File: config.mk
export PLATFORM = sky130hd
export DESIGN_NAME = fl_ckpt_ctrl_flat
export DESIGN_NICKNAME = d
export VERILOG_FILES = /design/src/rtl/fl_ckpt_ctrl_pkg.sv /design/src/rtl/fl_ckpt_ctrl_if.sv /design/src/rtl/fl_ckpt_age_mask.sv /design/src/rtl/fl_ckpt_ctrl.sv /design/src/flat_wrapper.sv
export SDC_FILE = /design/constraint.sdc
export NUM_CORES = 1
export LEC_CHECK = 0
export BUFFER_PORTS_ARGS = -buffer_cell sky130_fd_sc_hd__buf_2
export CORE_ASPECT_RATIO = 1.4
export CORE_MARGIN = 2
export CORE_UTILIZATION = 45
export DETAILED_ROUTE_END_ITERATION = 10
export PLACE_DENSITY = 0.78
export SYNTH_ARGS = -nofsm -noshare
export SYNTH_HDL_FRONTEND = slang
export SYNTH_SLANG_ARGS = --single-unit
File: constraint.sdc
create_clock -name clk -period 2.12 [get_ports clk]
set_input_delay 0.106 -clock clk [delete_from_list [all_inputs] [get_ports clk]]
set_output_delay 0.106 -clock clk [all_outputs]
set_load 0.02 [all_outputs]
File: src/rtl/fl_ckpt_ctrl_pkg.sv
// Shared types and sizes for the free-list branch-checkpoint controller.
package fl_ckpt_ctrl_pkg;
  localparam int FL_DEPTH = 32;
  localparam int CKPT_NUM = 4;
  localparam int TW       = $clog2(CKPT_NUM);
  localparam int HW       = $clog2(FL_DEPTH) + 1;

  typedef logic [TW-1:0] ckpt_tag_t;
  typedef logic [TW:0]   ckpt_ptr_t;
  typedef logic [HW-1:0] fl_head_t;

  typedef enum logic {RUN, FLUSH} ckpt_state_e;
endpackage

File: src/rtl/fl_ckpt_ctrl_if.sv
// Rename / branch-resolve / free-list handshake bundle for the checkpoint controller.
interface fl_ckpt_ctrl_if;
  import fl_ckpt_ctrl_pkg::*;

  logic      br_alloc;
  fl_head_t  fl_head;
  logic      fl_deq;
  logic      ckpt_ready;
  ckpt_tag_t alloc_tag;
  logic      res_valid;
  ckpt_tag_t res_tag;
  logic      res_mispred;
  logic      fl_flush;
  fl_head_t  fl_recover_head;
  logic      rename_stall;

  modport master (
    output br_alloc, fl_head, fl_deq, res_valid, res_tag, res_mispred,
    input  ckpt_ready, alloc_tag, fl_flush, fl_recover_head, rename_stall
  );
  modport slave (
    input  br_alloc, fl_head, fl_deq, res_valid, res_tag, res_mispred,
    output ckpt_ready, alloc_tag, fl_flush, fl_recover_head, rename_stall
  );
endinterface

File: src/rtl/fl_ckpt_age_mask.sv
// Marks every live slot strictly younger than tag, given the circular-buffer pointers.
module fl_ckpt_age_mask
  import fl_ckpt_ctrl_pkg::*;
(
  input  ckpt_ptr_t           old_ptr,
  input  ckpt_ptr_t           new_ptr,
  input  ckpt_tag_t           tag,
  output logic [CKPT_NUM-1:0] younger
);
  ckpt_ptr_t count;
  ckpt_tag_t off_t;
  ckpt_tag_t off_i;

  // Ages are distances from the oldest slot; live slots have distance < occupancy.
  always_comb begin
    count   = new_ptr - old_ptr;
    off_t   = tag - old_ptr[TW-1:0];
    off_i   = '0;
    younger = '0;
    for (int i = 0; i < CKPT_NUM; i++) begin
      off_i      = ckpt_tag_t'(i) - old_ptr[TW-1:0];
      younger[i] = (off_i > off_t) && ({1'b0, off_i} < count);
    end
  end
endmodule

File: src/rtl/fl_ckpt_ctrl.sv
// Branch-checkpoint controller: snapshots free-list head per branch, retires in order, flushes on mispredict.
// Optional FL_CKPT_STATS_EN adds saturating alloc / mispredict / full-stall counters.
module fl_ckpt_ctrl
  import fl_ckpt_ctrl_pkg::*;
(
  input  logic          clk,
  input  logic          rst,
  fl_ckpt_ctrl_if.slave bus
`ifdef FL_CKPT_STATS_EN
  ,
  output logic [31:0]   stat_alloc,
  output logic [31:0]   stat_mispred,
  output logic [31:0]   stat_full_stall
`endif
);
  ckpt_state_e         state;
  ckpt_ptr_t           old_ptr, new_ptr, trunc_ptr;
  fl_head_t            ckpt_head [CKPT_NUM];
  logic [CKPT_NUM-1:0] valid, done, younger;
  logic [CKPT_NUM-1:0] alloc_oh, res_oh, ret_oh, kill;
  fl_head_t            rec_q;
  logic                empty, full, mispred, resolve_ok, do_alloc, do_retire, t_wrap;

  fl_ckpt_age_mask u_age (
    .old_ptr (old_ptr),
    .new_ptr (new_ptr),
    .tag     (bus.res_tag),
    .younger (younger)
  );

  assign empty      = (old_ptr == new_ptr);
  assign full       = (old_ptr[TW-1:0] == new_ptr[TW-1:0]) && (old_ptr[TW] != new_ptr[TW]);
  assign mispred    = bus.res_valid && bus.res_mispred && valid[bus.res_tag];
  assign resolve_ok = bus.res_valid && !bus.res_mispred && valid[bus.res_tag];
  assign do_alloc   = bus.br_alloc && bus.ckpt_ready && !mispred;
  assign do_retire  = !empty && valid[old_ptr[TW-1:0]] && done[old_ptr[TW-1:0]];

  // A tag below the oldest slot's index lives in the next lap of the buffer.
  assign t_wrap    = (bus.res_tag >= old_ptr[TW-1:0]) ? old_ptr[TW] : ~old_ptr[TW];
  assign trunc_ptr = {t_wrap, bus.res_tag} + 1'b1;

  assign bus.ckpt_ready      = !full && (state == RUN);
  assign bus.alloc_tag       = new_ptr[TW-1:0];
  assign bus.fl_flush        = (state == FLUSH);
  assign bus.rename_stall    = (state == FLUSH);
  assign bus.fl_recover_head = (state == FLUSH) ? rec_q : '0;

  always_comb begin
    alloc_oh = '0;
    alloc_oh[new_ptr[TW-1:0]] = do_alloc;
    res_oh = '0;
    res_oh[bus.res_tag] = resolve_ok | mispred;
    ret_oh = '0;
    ret_oh[old_ptr[TW-1:0]] = do_retire;
    kill = mispred ? younger : '0;
  end

  always_ff @(posedge clk) begin
    if (rst) begin
      state   <= RUN;
      old_ptr <= '0;
      new_ptr <= '0;
      valid   <= '0;
      done    <= '0;
      rec_q   <= '0;
    end else begin
      state <= mispred ? FLUSH : RUN;
      if (mispred) rec_q <= ckpt_head[bus.res_tag];
      if (do_retire) old_ptr <= old_ptr + 1'b1;
      if (mispred)       new_ptr <= trunc_ptr;
      else if (do_alloc) new_ptr <= new_ptr + 1'b1;
      valid <= (valid & ~ret_oh & ~kill) | alloc_oh;
      done  <= (done | res_oh) & ~alloc_oh;
    end
  end

  // Snapshot storage is pure datapath; valid bits gate every use.
  always_ff @(posedge clk) begin
    if (do_alloc) ckpt_head[new_ptr[TW-1:0]] <= bus.fl_head + fl_head_t'(bus.fl_deq);
  end

`ifdef FL_CKPT_STATS_EN
  always_ff @(posedge clk) begin
    if (rst) begin
      stat_alloc      <= '0;
      stat_mispred    <= '0;
      stat_full_stall <= '0;
    end else begin
      if (do_alloc && stat_alloc != 32'hFFFF_FFFF) stat_alloc <= stat_alloc + 1'b1;
      if (mispred && stat_mispred != 32'hFFFF_FFFF) stat_mispred <= stat_mispred + 1'b1;
      if (bus.br_alloc && !bus.ckpt_ready && stat_full_stall != 32'hFFFF_FFFF)
        stat_full_stall <= stat_full_stall + 1'b1;
    end
  end
`endif
endmodule

File: src/flat_wrapper.sv
// flat-port wrapper written by rule: the top's interface ports become plain ports
module fl_ckpt_ctrl_flat import fl_ckpt_ctrl_pkg::*;
  (clk, rst, bus_br_alloc, bus_fl_head, bus_fl_deq, bus_res_valid, bus_res_tag, bus_res_mispred, bus_ckpt_ready, bus_alloc_tag, bus_fl_flush, bus_fl_recover_head, bus_rename_stall);
  fl_ckpt_ctrl_if bus_i ();
  input  logic clk;
  input  logic rst;
  input wire logic [$bits(bus_i.br_alloc)-1:0] bus_br_alloc;
  input wire logic [$bits(bus_i.fl_head)-1:0] bus_fl_head;
  input wire logic [$bits(bus_i.fl_deq)-1:0] bus_fl_deq;
  input wire logic [$bits(bus_i.res_valid)-1:0] bus_res_valid;
  input wire logic [$bits(bus_i.res_tag)-1:0] bus_res_tag;
  input wire logic [$bits(bus_i.res_mispred)-1:0] bus_res_mispred;
  output wire logic [$bits(bus_i.ckpt_ready)-1:0] bus_ckpt_ready;
  output wire logic [$bits(bus_i.alloc_tag)-1:0] bus_alloc_tag;
  output wire logic [$bits(bus_i.fl_flush)-1:0] bus_fl_flush;
  output wire logic [$bits(bus_i.fl_recover_head)-1:0] bus_fl_recover_head;
  output wire logic [$bits(bus_i.rename_stall)-1:0] bus_rename_stall;
  assign bus_i.br_alloc = bus_br_alloc;
  assign bus_i.fl_head = bus_fl_head;
  assign bus_i.fl_deq = bus_fl_deq;
  assign bus_i.res_valid = bus_res_valid;
  assign bus_i.res_tag = bus_res_tag;
  assign bus_i.res_mispred = bus_res_mispred;
  assign bus_ckpt_ready = bus_i.ckpt_ready;
  assign bus_alloc_tag = bus_i.alloc_tag;
  assign bus_fl_flush = bus_i.fl_flush;
  assign bus_fl_recover_head = bus_i.fl_recover_head;
  assign bus_rename_stall = bus_i.rename_stall;
  fl_ckpt_ctrl u_core (.clk(clk), .rst(rst), .bus(bus_i));
endmodule
Word-level counts from Yosys, hierarchy flattened
Memory sizes are Yosys's and may differ from the RTL's. A register that Yosys moved wholly into a read port is not among the register bits.
Index checks and enable logic that the tools add are counted.
W data, S select, Z words.
- flip-flop bits (word level): 15
- latch bits: 0
- memory bits (writable): 24
- bits in read-only memories: 0
- input bits: 14
- output and inout bits: 11
- word-level logic and storage cells: 90
- memories kept: 1
- $add $sub $neg: 10
- $mul: 0
- div/mod/pow operators: 0
- $lt $le $gt $ge: 15
- equality and inequality tests: 3
- shift operators: 0
- muxes and demuxes: 20
- bitwise operators: 14
- reductions and logical operators: 22
- memory list (name ; words ; bits a word ; read ports ; clocked after Yosys merged registers in ; write ports ; RTL line ; text):
    u_core.ckpt_head ; 4 ; 6 ; 1 ; 1 ; 1 ; fl_ckpt_ctrl.sv:18 ; fl_head_t ckpt_head [CKPT_NUM];
- operators by type and width (operator ; number):
    $and A4 B4 Y4 ; 6
    $logic_and A1 B1 Y1 ; 17
    $lt A2 B3 Y1 ; 4
    $not A4 Y4 ; 3
    $mux W1 ; 10
    $add A3 B1 Y3 const B ; 3
    $lt A2 B3 Y1 const B ; 3
    $gt A2 B2 Y1 ; 4
    $or A4 B4 Y4 ; 2
    $add A6 B1 Y6 ; 1
    $bmux W1 S2 ; 3
    $demux W1 S2 ; 3
    $ge A2 B1 Y1 const B ; 3
    $mux W3 ; 2
    $mux W6 ; 1
    $logic_not A1 Y1 ; 4
    $mux W4 ; 1
    $sub A1 B2 Y2 const A ; 2
    $sub A2 B2 Y2 const A ; 2
    $eq A3 B3 Y1 ; 1
    $sub A3 B3 Y3 ; 1
    $eq A2 B2 Y1 ; 1
    $ge A2 B2 Y1 ; 1
    $not A1 Y1 ; 2
    other kinds (4) ; 4

Longest topological paths before layout
Gate-level depths: netlist of run 1.
- depth in word-level cells: 9
- mapped depth: 11
- depth with buffers taken out: 10

By module
Synthesis of run 1 repeated with hierarchy kept, for this count alone.
- cell total of the unflattened synthesis: 231
- area total of the unflattened synthesis: 2622.5 µm²
- modules (own cells, without submodules) (module ; instances ; cells an instance ; area each (µm²) ; sequential area each (µm²)):
    fl_ckpt_ctrl ; 1 ; 185 ; 2259.7 ; 1141.1
    fl_ckpt_age_mask ; 1 ; 46 ; 362.8 ; 0.0

Least setup slack after synthesis of run 1
No wires, ideal clock.
- kind: reg-to-reg
- from: reg u_core.old_ptr[1]
- to: mem u_core.ckpt_head[3][0] (netlist bit) (enable)
- library setup time: 0.378 ns
- arrival: 1.883 ns
- data required time: 1.742 ns
- setup slack: -0.142 ns
- stages on the path, launching flop included: 6
- buffers on the path: 0
- clock period less this slack: 2.262 ns
- cell sequence: dfxtp_1 > inv_1 > ha_1 > nand2_1 > o211ai_2 > nor4_2
- word-level cells in the longest chain between the ends: 8
- ends and longest elaborated chain (what ; RTL line ; text):
    start, declared ; fl_ckpt_ctrl.sv:17 ; ckpt_ptr_t old_ptr, new_ptr, trunc_ptr;
    start signal, assigned ; fl_ckpt_ctrl.sv:69 ; if (do_retire) old_ptr <= old_ptr + 1'b1;
    $eq A2 B2 Y1 ; fl_ckpt_ctrl.sv:32 ; assign full = (old_ptr[TW-1:0] == new_ptr[TW-1:0]) && (old_ptr[TW] != new_ptr[TW]);
    $logic_and A1 B1 Y1 ; fl_ckpt_ctrl.sv:32 ;
    $logic_not A1 Y1 ; fl_ckpt_ctrl.sv:42 ; assign bus.ckpt_ready = !full && (state == RUN);
    $logic_and A1 B1 Y1 ; fl_ckpt_ctrl.sv:42 ;
    $logic_and A1 B1 Y1 (2 in series) ; fl_ckpt_ctrl.sv:35 ; assign do_alloc = bus.br_alloc && bus.ckpt_ready && !mispred;
    $mux W1 ; fl_ckpt_ctrl.sv:79 ; if (do_alloc) ckpt_head[new_ptr[TW-1:0]] <= bus.fl_head + fl_head_t'(bus.fl_deq);
    $mux W1 (implied by the code) ; fl_ckpt_ctrl.sv:79 ;
    end, declared ; fl_ckpt_ctrl.sv:18 ;
No other way between the ends.

Final worst setup path of run 1
- from: reg u_core.old_ptr[0]
- to: reg u_core.valid[1]
- word-level cells in the longest chain between the ends: 9
- elaborated cells between the ends (all ways): 33
- those cells by class: 3 x add/sub; 4 x order compare; 2 x eq/ne; 7 x mux; 7 x bitwise; 10 x reduce/logical
- ends and longest elaborated chain (what ; RTL line ; text):
    $lt A2 B3 Y1 (implied by the code) (tied with other cells) ; fl_ckpt_ctrl.sv:54 ; ret_oh[old_ptr[TW-1:0]] = do_retire;
    $logic_and A1 B1 Y1 (implied by the code) (tied with other cells) ; fl_ckpt_ctrl.sv:54 ;
    $mux W1 (implied by the code) or $logic_and A1 B1 Y1 (tied branches) ; fl_ckpt_ctrl.sv:54, fl_ckpt_ctrl.sv:36 ;
    $demux W1 S2 or $logic_and A1 B1 Y1 (tied branches) ; n/a ;
    $and A4 B4 Y4 (no line) ; n/a ;
    $not A4 Y4 ; fl_ckpt_ctrl.sv:72 ; valid <= (valid & ~ret_oh & ~kill) | alloc_oh;
    $and A4 B4 Y4 (2 in series) ; fl_ckpt_ctrl.sv:72 ;
    $or A4 B4 Y4 (*) ; fl_ckpt_ctrl.sv:72 ;
    end signal, assigned ; fl_ckpt_ctrl.sv:72 ;
    end, declared ; fl_ckpt_ctrl.sv:19 ; logic [CKPT_NUM-1:0] valid, done, younger;
Every way passes the cells marked *; elsewhere a longest branch is shown, timed or not. The select of a mux whose other input is x is not followed.
A chain may end at the register's enable or synchronous reset.

==> impl_results.md, run 1 <==
- Fin. Hold Viols: 0
- Hold Startpoint: bus_fl_head[0]
- Status: finished clean
- Synth area leaders: edfxtp_1 27%, dfxtp_1 16%, ha_1 9.7%
- DRT Pass-1 Iters: 4
- Die H: 95.8 um
- Count leader, synth: edfxtp_1
- Setup-failing EPs final: 0
- Crit-path max FO: 5
- Non-Filler Instances: 351
- Total grt overflow: 0
- Critical path's slowest cell: fa_1
- Pleak: 1.23 nW
- TritonCTS buffer count: 5
- R2R Path Start: u_core.old_ptr[0]
- Fill count: 498
- Row cnt: 33
- GR Util met1: 0.216
- Antenna Diode Count: 0
- Final min period: 2040 ps
- Worst EP arrival: 2240 ps
- Slew Limit Fails: 0
- Core area: 0.00582 mm^2
- Vias in the first global route: 2072
- Worst path cell trace: ha_4 -> inv_2 -> fa_1 -> inv_2 -> ha_4 -> nor2_1 -> nor2_1 -> o221ai_1 -> o221a_2
- PwrDens: 628 mW/mm^2
- DR iter-0 viols: 116
- Maxcap violations: 0
- CP Capture Type: flip-flop
- Synthesis Warnings: 0
- Maximum number of pins on one net before global-route repair: 18
- TritonCTS clock tree: done
- Cell Area, Synth: 0.00271 mm^2
- Area growth syn-to-layout: 18.1%
- Layout cells sized above 1: 0.335
- CP Data Required Time: 2320 ps
- DR WL/cell: 17.6 um
- CP startpoint kind: flip-flop
- Clk_lat worst skew: 300 ps
- Gr busiest metal: met2
- Clk buf depth: 2
- Syn Area/Cell: 11.4 um^2
- DRC: 0
- Worst rel slew slack: 0.702
- Synth top area share: 0.266
- Crit. Startpoint: u_core.old_ptr[0]
- Met3 usage: 0.0429
- Ports: 25
- Post-DP Area: 0.00302 mm^2
- CP peak stage delay: 510 ps
- I/O Buffers: 24
- Seq/Total Area, Yosys: 0.421
- Met2 usage: 0.369
- Yosys top cell by area: edfxtp_1
- Async set or reset register ratio after synthesis: 0
- Via count: 1993
- Register bit total from synthesis: 45
- Setup CP Type: reg2reg
- Syn Inst Count: 237
- First-pass GRT wire length: 10.1 mm
- Worst Tran Pin Value: 446 ps
- Hold Crit Class: in2reg
- Syn Nets: 274
- Bufs and invs on worst path: 2
- Antenna Nets Post-Route: 0
- Initial antenna violation count: 0
- HPWL Detailed: 4.67 mm
- Period utilisation layout: 0.961
- CTS H-Tree Depth: 2
- Post-synth top cells: 24 x edfxtp_1, 21 x dfxtp_1, 21 x ha_1, 16 x a21oi_1, 16 x inv_1
- Post-synth EDFFs: 24
- Dpl cells: 342
- Netlist cell types: 57
- Gpl congestion: 0.903
- Clock skew: 3.20 ps
- Die Wd: 69.6 um
- Final-stage net count: 317
- Synth Flop Type: edfxtp_1
- Final Core Density: 0.550
- CTS Sinks: 45
- Clk root buf: clkbuf_8
- Die area: 0.00667 mm^2
- Cell area after layout: 0.00320 mm^2
- Post-Route WL: 6.17 mm
- Vias per inst: 5.68
- Overall routing resource usage: 0.199
- Max Fclk: 0.491 GHz
- CP top delay family: adder cells
- Clk slew on worst S/H paths: 90 ps
- Initial core utilization: 0.466
- Worst vdd ir: 0.509 mV
==> flip-flops by register name, indices dropped and copies added (netlist names) <==
name	cells
u_core.old_ptr	3
u_core.bus.fl_flush	1
u_core.ckpt_head	24
u_core.valid	4
u_core.done	4
u_core.new_ptr	3
u_core.rec_q	6
==> routing by layer <==
layer,vias to the layer above,share of wire
met5,-,0
met4,0,0.033
met3,19,0.040
met2,49,0.53
met1,959,0.39
li1,966,-
==> layout by cell type, fill, tap and decap left out, drive strengths merged, types with 10 or more instances in the layout <==
master / synthesis / layout
edfxtp: 24 / 24
o21ai: 13 / 13
nand3: 12 / 12
dfxtp: 21 / 21
and2: 10 / 10
inv: 17 / 17
buf: 11 / 49
nand2: 10 / 10
ha: 21 / 21
a21oi: 16 / 16
==> kinds of logic (layout without fill, tap and decap cells) <==
group	Yosys count	after routing	synth area share
buf+inv	30	74	0.0609
mux	10	10	0.0757
fa+ha+maj	23	23	0.112
compound gates	57	57	0.143
flops	45	45	0.421
simple gates	59	59	0.138
xor+xnor	13	13	0.0499
==> final timing paths <==
path,slack (ps),depth (start not counted),to
worst min-delay path,160,2,u_core.ckpt_head[1][0]
worst min register to register,460,2,u_core.rec_q[0]
worst max register to register,80,9,u_core.valid[1]
worst max-delay path,80,9,u_core.valid[1]
==> final cells by class <==
cell class,count,area [um^2],area share
repair buffers,49,320,0.100
clock buffers,6,72.6,0.0227
well taps,70,87.6,0.0274
clock inverters,2,38.8,0.0121
inverters,17,63.8,0.0199
multi-input cells,162,1470,0.459
flip-flops and latches,45,1150,0.359
==> power by group <==
part	leakage (nW)	switching (W)	internal (W)
sequential	0.393	0.0000265	0.000972
combinational	0.784	0.000201	0.000154
clock	0.0554	0.000304	0.000354
total	1.23	0.000532	0.00148
==> metrics by stage <==
stage               total power [W]  setup slack [ps]  TNS (ps)  hold slack [ps]
global route                0.00211             -5.62     -5.62              173
CTS                         0.00201              12.1         0              161
finish                      0.00201              82.7         0              161
floorplan                   0.00123             -13.8     -13.8              303
global placement            0.00135              95.5         0              449
detailed placement          0.00136            -0.424    -0.424              454
==> repair_timing <==
| action | 4_1_cts | 5_1_grt |
|---|---|---|
| endpoints found under the setup margin | 1 | 5 |
| buffers inserted | 1 | 0 |
| hold buffers | 0 | 0 |
| gates resized for setup | 1 | 15 |
| pin swaps | 2 | 8 |
Power figures use the tool's default switching activity.
==> run 2: changes to the inputs <==
Settings changed: RECOVER_POWER set to 50.
==> impl_results.md, run 2 (synthesis results as in run 1) <==
- Clk_lat worst skew: 310 ps (about the same)
- Critical path's slowest cell: fa_1
- First-pass GRT wire length: 10.1 mm (unchanged)
- DR iter-0 viols: 104 (-10%)
- Final hold slack: 160 ps (-1.25 ps)
- CP peak stage delay: 510 ps (about the same)
- DRT Pass-1 Iters: 4 (unchanged)
- Bufs and invs on worst path: 2 (unchanged)
- Fin. Hold Viols: 0 (unchanged)
- Status: finished clean
- Initial core utilization: 0.466 (unchanged)
- Via count: 1996 (+0.15%)
- Crit-path max FO: 4 (-1)
- TritonCTS buffer count: 5 (unchanged)
- Setup CP Type: reg2reg
- Antenna Nets Post-Route: 0 (unchanged)
- Pleak: 1.18 nW (-3.8%)
- Worst path cell trace: ha_1 -> inv_1 -> fa_1 -> inv_2 -> ha_4 -> nor2b_2 -> a2bb2oi_2 -> o221a_2 -> o2bb2ai_1
- DR WL/cell: 17.6 um (about the same)
- Dpl ws: -0.424 ps (unchanged)
- CTS H-Tree Depth: 2 (unchanged)
- Core area: 0.00582 mm^2 (unchanged)
- Worst vdd ir: 0.508 mV (about the same)
- Gpl congestion: 0.903 (unchanged)
- Clk buf depth: 2 (unchanged)
- Hold Crit Class: in2reg
- Row cnt: 33 (unchanged)
- Total grt overflow: 0 (unchanged)
- Worst rel slew slack: 0.535 (-0.167)
- Die Wd: 69.6 um (unchanged)
- Clk root buf: clkbuf_8
- Layout cells sized above 1: 0.295 (-0.0391)
- PwrDens: 632 mW/mm^2 (+0.52%)
- Area growth syn-to-layout: 17.4%
- Clock skew: 3.14 ps (-0.0574 ps)
- Antenna Diode Count: 0 (unchanged)
- Ports: 25 (unchanged)
- Number of flip-flops in the largest register: 24 (unchanged)
- Cell area after layout: 0.00318 mm^2 (-0.66%)
- Die H: 95.8 um (unchanged)
- TritonCTS clock tree: done
- Max Fclk: 0.491 GHz (about the same)
- Setup ws final: 82.4 ps (-0.294 ps)
- HPWL Detailed: 4.67 mm (unchanged)
- Final min period: 2040 ps (+0.294 ps)
- Die area: 0.00667 mm^2 (unchanged)
- Worst Tran Pin Value: 698 ps (+252 ps)
- Overall routing resource usage: 0.199 (unchanged)
- CTS Hold Bufs: 0 (unchanged)
- CP top delay family: adder cells
- Slew Limit Fails: 0 (unchanged)
- Maxcap violations: 0 (unchanged)
- Vias per inst: 5.69 (+0.15%)
- Vias in the first global route: 2072 (unchanged)
- CP Capture Type: flip-flop
- Post-DP Area: 0.00302 mm^2 (unchanged)
- Commonest non-fill, non-tap cells in the layout: 24 x edfxtp_1, 21 x buf_4, 18 x ha_1
- Pwr Total: 0.00201 W (-0.15%)
- Setup-failing EPs final: 0 (unchanged)
- CP startpoint kind: flip-flop
- Clk slew on worst S/H paths: 90 ps (about the same)
- Setup TNS: 0 ps (unchanged)
- Maximum number of pins on one net before global-route repair: 18 (unchanged)
- Fill count: 505 (+1.4%)
- Worst EP arrival: 2240 ps (about the same)
- DRC: 0 (unchanged)
- Initial antenna violation count: 0 (unchanged)
- Final-stage net count: 317 (unchanged)
- Period utilisation layout: 0.961 (about the same)
- Commonest non-fill, non-tap cell in the layout: edfxtp_1
- CTS Sinks: 45 (unchanged)
- Post-Route WL: 6.17 mm (about the same)
- CP Data Required Time: 2320 ps (about the same)
- I/O Buffers: 24 (unchanged)
[run 2: cell count changes in the layout (fill, tap and decap cells not counted)]
| cell | change |
|---|---|
| and2_0 | +1 |
| buf_2 | -8 |
| clkbuf_1 | +11 |
| buf_4 | -3 |
| and2_1 | -1 |
[run 2: repair_timing]
item                                    CTS  global route
resized for setup                         1            15
cloned                                    0             0
buffers inserted                          1             0
endpoints found under the hold margin     0             0
pin swaps                                 2             8
endpoints found under the setup margin    1             5
[run 2: final timing paths]
check             cells after the start  slack, ps                      to              start
hold reg to reg                       2        460         u_core.rec_q[0]    u_core.rec_q[0]
setup reg to reg                      9         80         u_core.valid[2]  u_core.old_ptr[0]
setup / recovery                      9         80         u_core.valid[2]  u_core.old_ptr[0]
hold / removal                        2        160  u_core.ckpt_head[1][0]     bus_fl_head[0]
[run 2: stage by stage]
stage,cells,utilization
after floorplan,237,-
after global placement,342,0.519
after detailed placement,342,0.519
after CTS,351,0.541
after global routing,351,0.546
final,351,0.546
[run 2: layer usage]
layer,GRT usage,vias up,share of wire,routed length (um)
met4,0.0931,0,0.030,186
li1,-,967,-,-
met3,0.0429,18,0.049,305
met2,0.369,53,0.54,3310
met1,0.216,958,0.38,2370
met5,0,-,0,0
[run 2: power by group]
part / internal (W) / switching (W)
Combinational: 0.000150 / 0.000201
Sequential: 0.000972 / 0.0000264
Clock: 0.000354 / 0.000305
Total: 0.00148 / 0.000533
[run 2: area by class of cell]
| class | count | area [um^2] | share of cell area |
|---|---|---|---|
| multi-input cells | 162 | 1470 | 0.462 |
| flip-flops and latches | 45 | 1150 | 0.362 |
| repair buffers | 49 | 299 | 0.0940 |
| well taps | 70 | 87.6 | 0.0275 |
| clock buffers | 6 | 72.6 | 0.0228 |
| inverters | 17 | 63.8 | 0.0201 |
| clock inverters | 2 | 38.8 | 0.0122 |
==> run 3: changes to the inputs <==
Settings changed: CORE_UTILIZATION 45 to 49, PLACE_DENSITY 0.78 to 0.82, TNS_END_PERCENT set to 1.
==> impl_results.md, run 3 (synthesis results as in run 1) <==
- Crit Reg-Reg Endpoint: u_core.valid[2]
- Initial antenna violation count: 0 (unchanged)
- Clk root buf: clkbuf_8
- I/O Buffers: 24 (unchanged)
- DRT Pass-1 Iters: 4 (unchanged)
- Slew Limit Fails: 0 (unchanged)
- CP Capture Point: u_core.valid[2]
- Total grt overflow: 0 (unchanged)
- Clk_lat worst skew: 300 ps (about the same)
- Worst EP arrival: 2260 ps (+20 ps)
- Maximum number of pins on one net before global-route repair: 18 (unchanged)
- Ports: 25 (unchanged)
- Period utilisation layout: 0.975 (+0.0143)
- Reg2Reg Depth: 9 (unchanged)
- Crit. Startpoint: u_core.old_ptr[0]
- DR iter-0 viols: 156 (+50%)
- TritonCTS buffer count: 5 (unchanged)
- CTS H-Tree Depth: 2 (unchanged)
- DR WL/cell: 16.8 um (-4.6%)
- Worst rel slew slack: 0.733 (+0.198)
- Final hold slack: 167 ps (+7.15 ps)
- Pleak: 1.20 nW (+1.7%)
- Vias per inst: 5.72 (+0.59%)
- Antenna Diode Count: 0 (unchanged)
- CP Data Required Time: 2320 ps (about the same)
- Status: finished clean
- Commonest non-fill, non-tap cell in the layout: buf_4
- HPWL Detailed: 4.34 mm (-7.0%)
- R2R Path Start: u_core.old_ptr[0]
- Layout cells sized above 1: 0.322 (+0.0263)
- Setup slack on the worst flop-to-flop path: 50 ps (-30 ps)
- CP Capture Type: flip-flop
- RSZ-0062 raised after global routing: true
- Area growth syn-to-layout: 18.1%
- Max Fclk: 0.484 GHz (-1.5%)
- Gpl congestion: 0.908 (+0.53%)
- Initial core utilization: 0.501 (+0.0359)
- DRC: 0 (unchanged)
- Maxcap violations: 0 (unchanged)
- Row cnt: 32 (-3.0%)
- Fin. Hold Viols: 0 (unchanged)
- Setup TNS: 0 ps (unchanged)
- Hold Crit Class: in2reg
- Final min period: 2070 ps (+30.3 ps)
- Hold Path Stages: 2 (unchanged)
- Final-stage net count: 322 (+1.6%)
- Worst Tran Pin Value: 400 ps (-298 ps)
- TritonCTS clock tree: done
- Die H: 92.0 um (-4.0%)
- Core area: 0.00541 mm^2 (-7.2%)
- Antenna Nets Post-Route: 0 (unchanged)
- CP startpoint kind: flip-flop
- Dpl ws: -25.6 ps (-25.1 ps)
- Commonest non-fill, non-tap cells in the layout: 29 x buf_4, 24 x edfxtp_1, 19 x dfxtp_1
- Worst vdd ir: 0.613 mV (+21%)
- Final Core Density: 0.592 (+0.0460)
- Overall routing resource usage: 0.206 (+0.00729)
- CTS Sinks: 45 (unchanged)
- CTS Hold Bufs: 0 (unchanged)
- Via count: 2025 (+1.5%)
- Crit-path max FO: 4 (unchanged)
- Setup CP Type: reg2reg
- Setup-failing EPs final: 0 (unchanged)
- Die area: 0.00615 mm^2 (-7.8%)
- First-pass GRT wire length: 9.56 mm (-5.5%)
- Clock skew: 8.08 ps (+4.94 ps)
- Number of flip-flops in the largest register: 24 (unchanged)
- Vias in the first global route: 1980 (-4.4%)
- Post-Route WL: 5.94 mm (-3.7%)
- PwrDens: 591 mW/mm^2 (-6.5%)
- Fill count: 442 (-12%)
- Setup ws final: 52.1 ps (-30.3 ps)
- Die Wd: 66.9 um (-3.9%)
- Clk slew on worst S/H paths: 90 ps (about the same)
- Clk buf depth: 2 (unchanged)
run 3: changes by cell type in the layout (fill, tap and decap cells not counted), sizes merged:
| cell | previous run | this run |
|---|---|---|
| buf | 38 | 47 |
| bufinv | 1 | 0 |
| clkbuf | 17 | 13 |
| clkinv | 1 | 0 |
| clkinvlp | 0 | 2 |
run 3: layout make-up:
cell class	instances	area, um^2	area share
inverter	17	63.8	0.0199
multi-input combinational	162	1490	0.464
clock buffer	6	72.6	0.0227
tap	68	85.1	0.0266
clock inverter	2	15.0	0.00469
sequential	45	1150	0.358
timing repair buffer	54	334	0.104
run 3: worst min path at each step:
| stage | startpoint | endpoint | slack, ps |
|---|---|---|---|
| finish | bus_fl_head[0] | u_core.ckpt_head[3][0] | 170 |
| global route | bus_fl_head[5] | u_core.ckpt_head[2][5] | 180 |
| global placement | u_core.rec_q[4] | u_core.rec_q[4] | 450 |
| floorplan | rst | u_core.old_ptr[0] | 310 |
| detailed placement | u_core.rec_q[5] | u_core.rec_q[5] | 460 |
| CTS | bus_fl_head[0] | u_core.ckpt_head[3][0] | 160 |
run 3: where the power goes:
group / switching [W] / internal, W
registers: 0.0000226 / 0.000970
logic: 0.000207 / 0.000161
clock network: 0.000297 / 0.000232
total: 0.000527 / 0.00136
run 3: critical path: stages, from the launching register on:
cell       delay [ps]
dfxtp_4           380
ha_1              140
inv_1              50
fa_1              540
inv_2              70
ha_4              270
nor2b_4           130
a2bb2oi_2         140
o221a_2           180
o2bb2ai_1          70
run 3: metrics by stage:
step,power (W),std cells,cell area (um^2)
3_3_place_gp,0.00135,344,3030
2_1_floorplan,0.00123,237,2720
4_1_cts,0.00187,352,3120
5_1_grt,0.00196,354,3200
6_report,0.00189,354,3200
3_5_place_dp,0.00135,344,3030
run 3: layer usage:
metal	global-route usage	routed length, um
met1	0.274	2490
met2	0.338	3060
met3	0.0307	239
met4	0.0748	148
met5	0	0
run 3: timing repair:
action | CTS | global route
resized for setup | 2 | 18
gates cloned | 0 | 0
pin swaps | 0 | 7
setup buffers | 0 | 2
endpoints found under the setup margin | 2 | 14
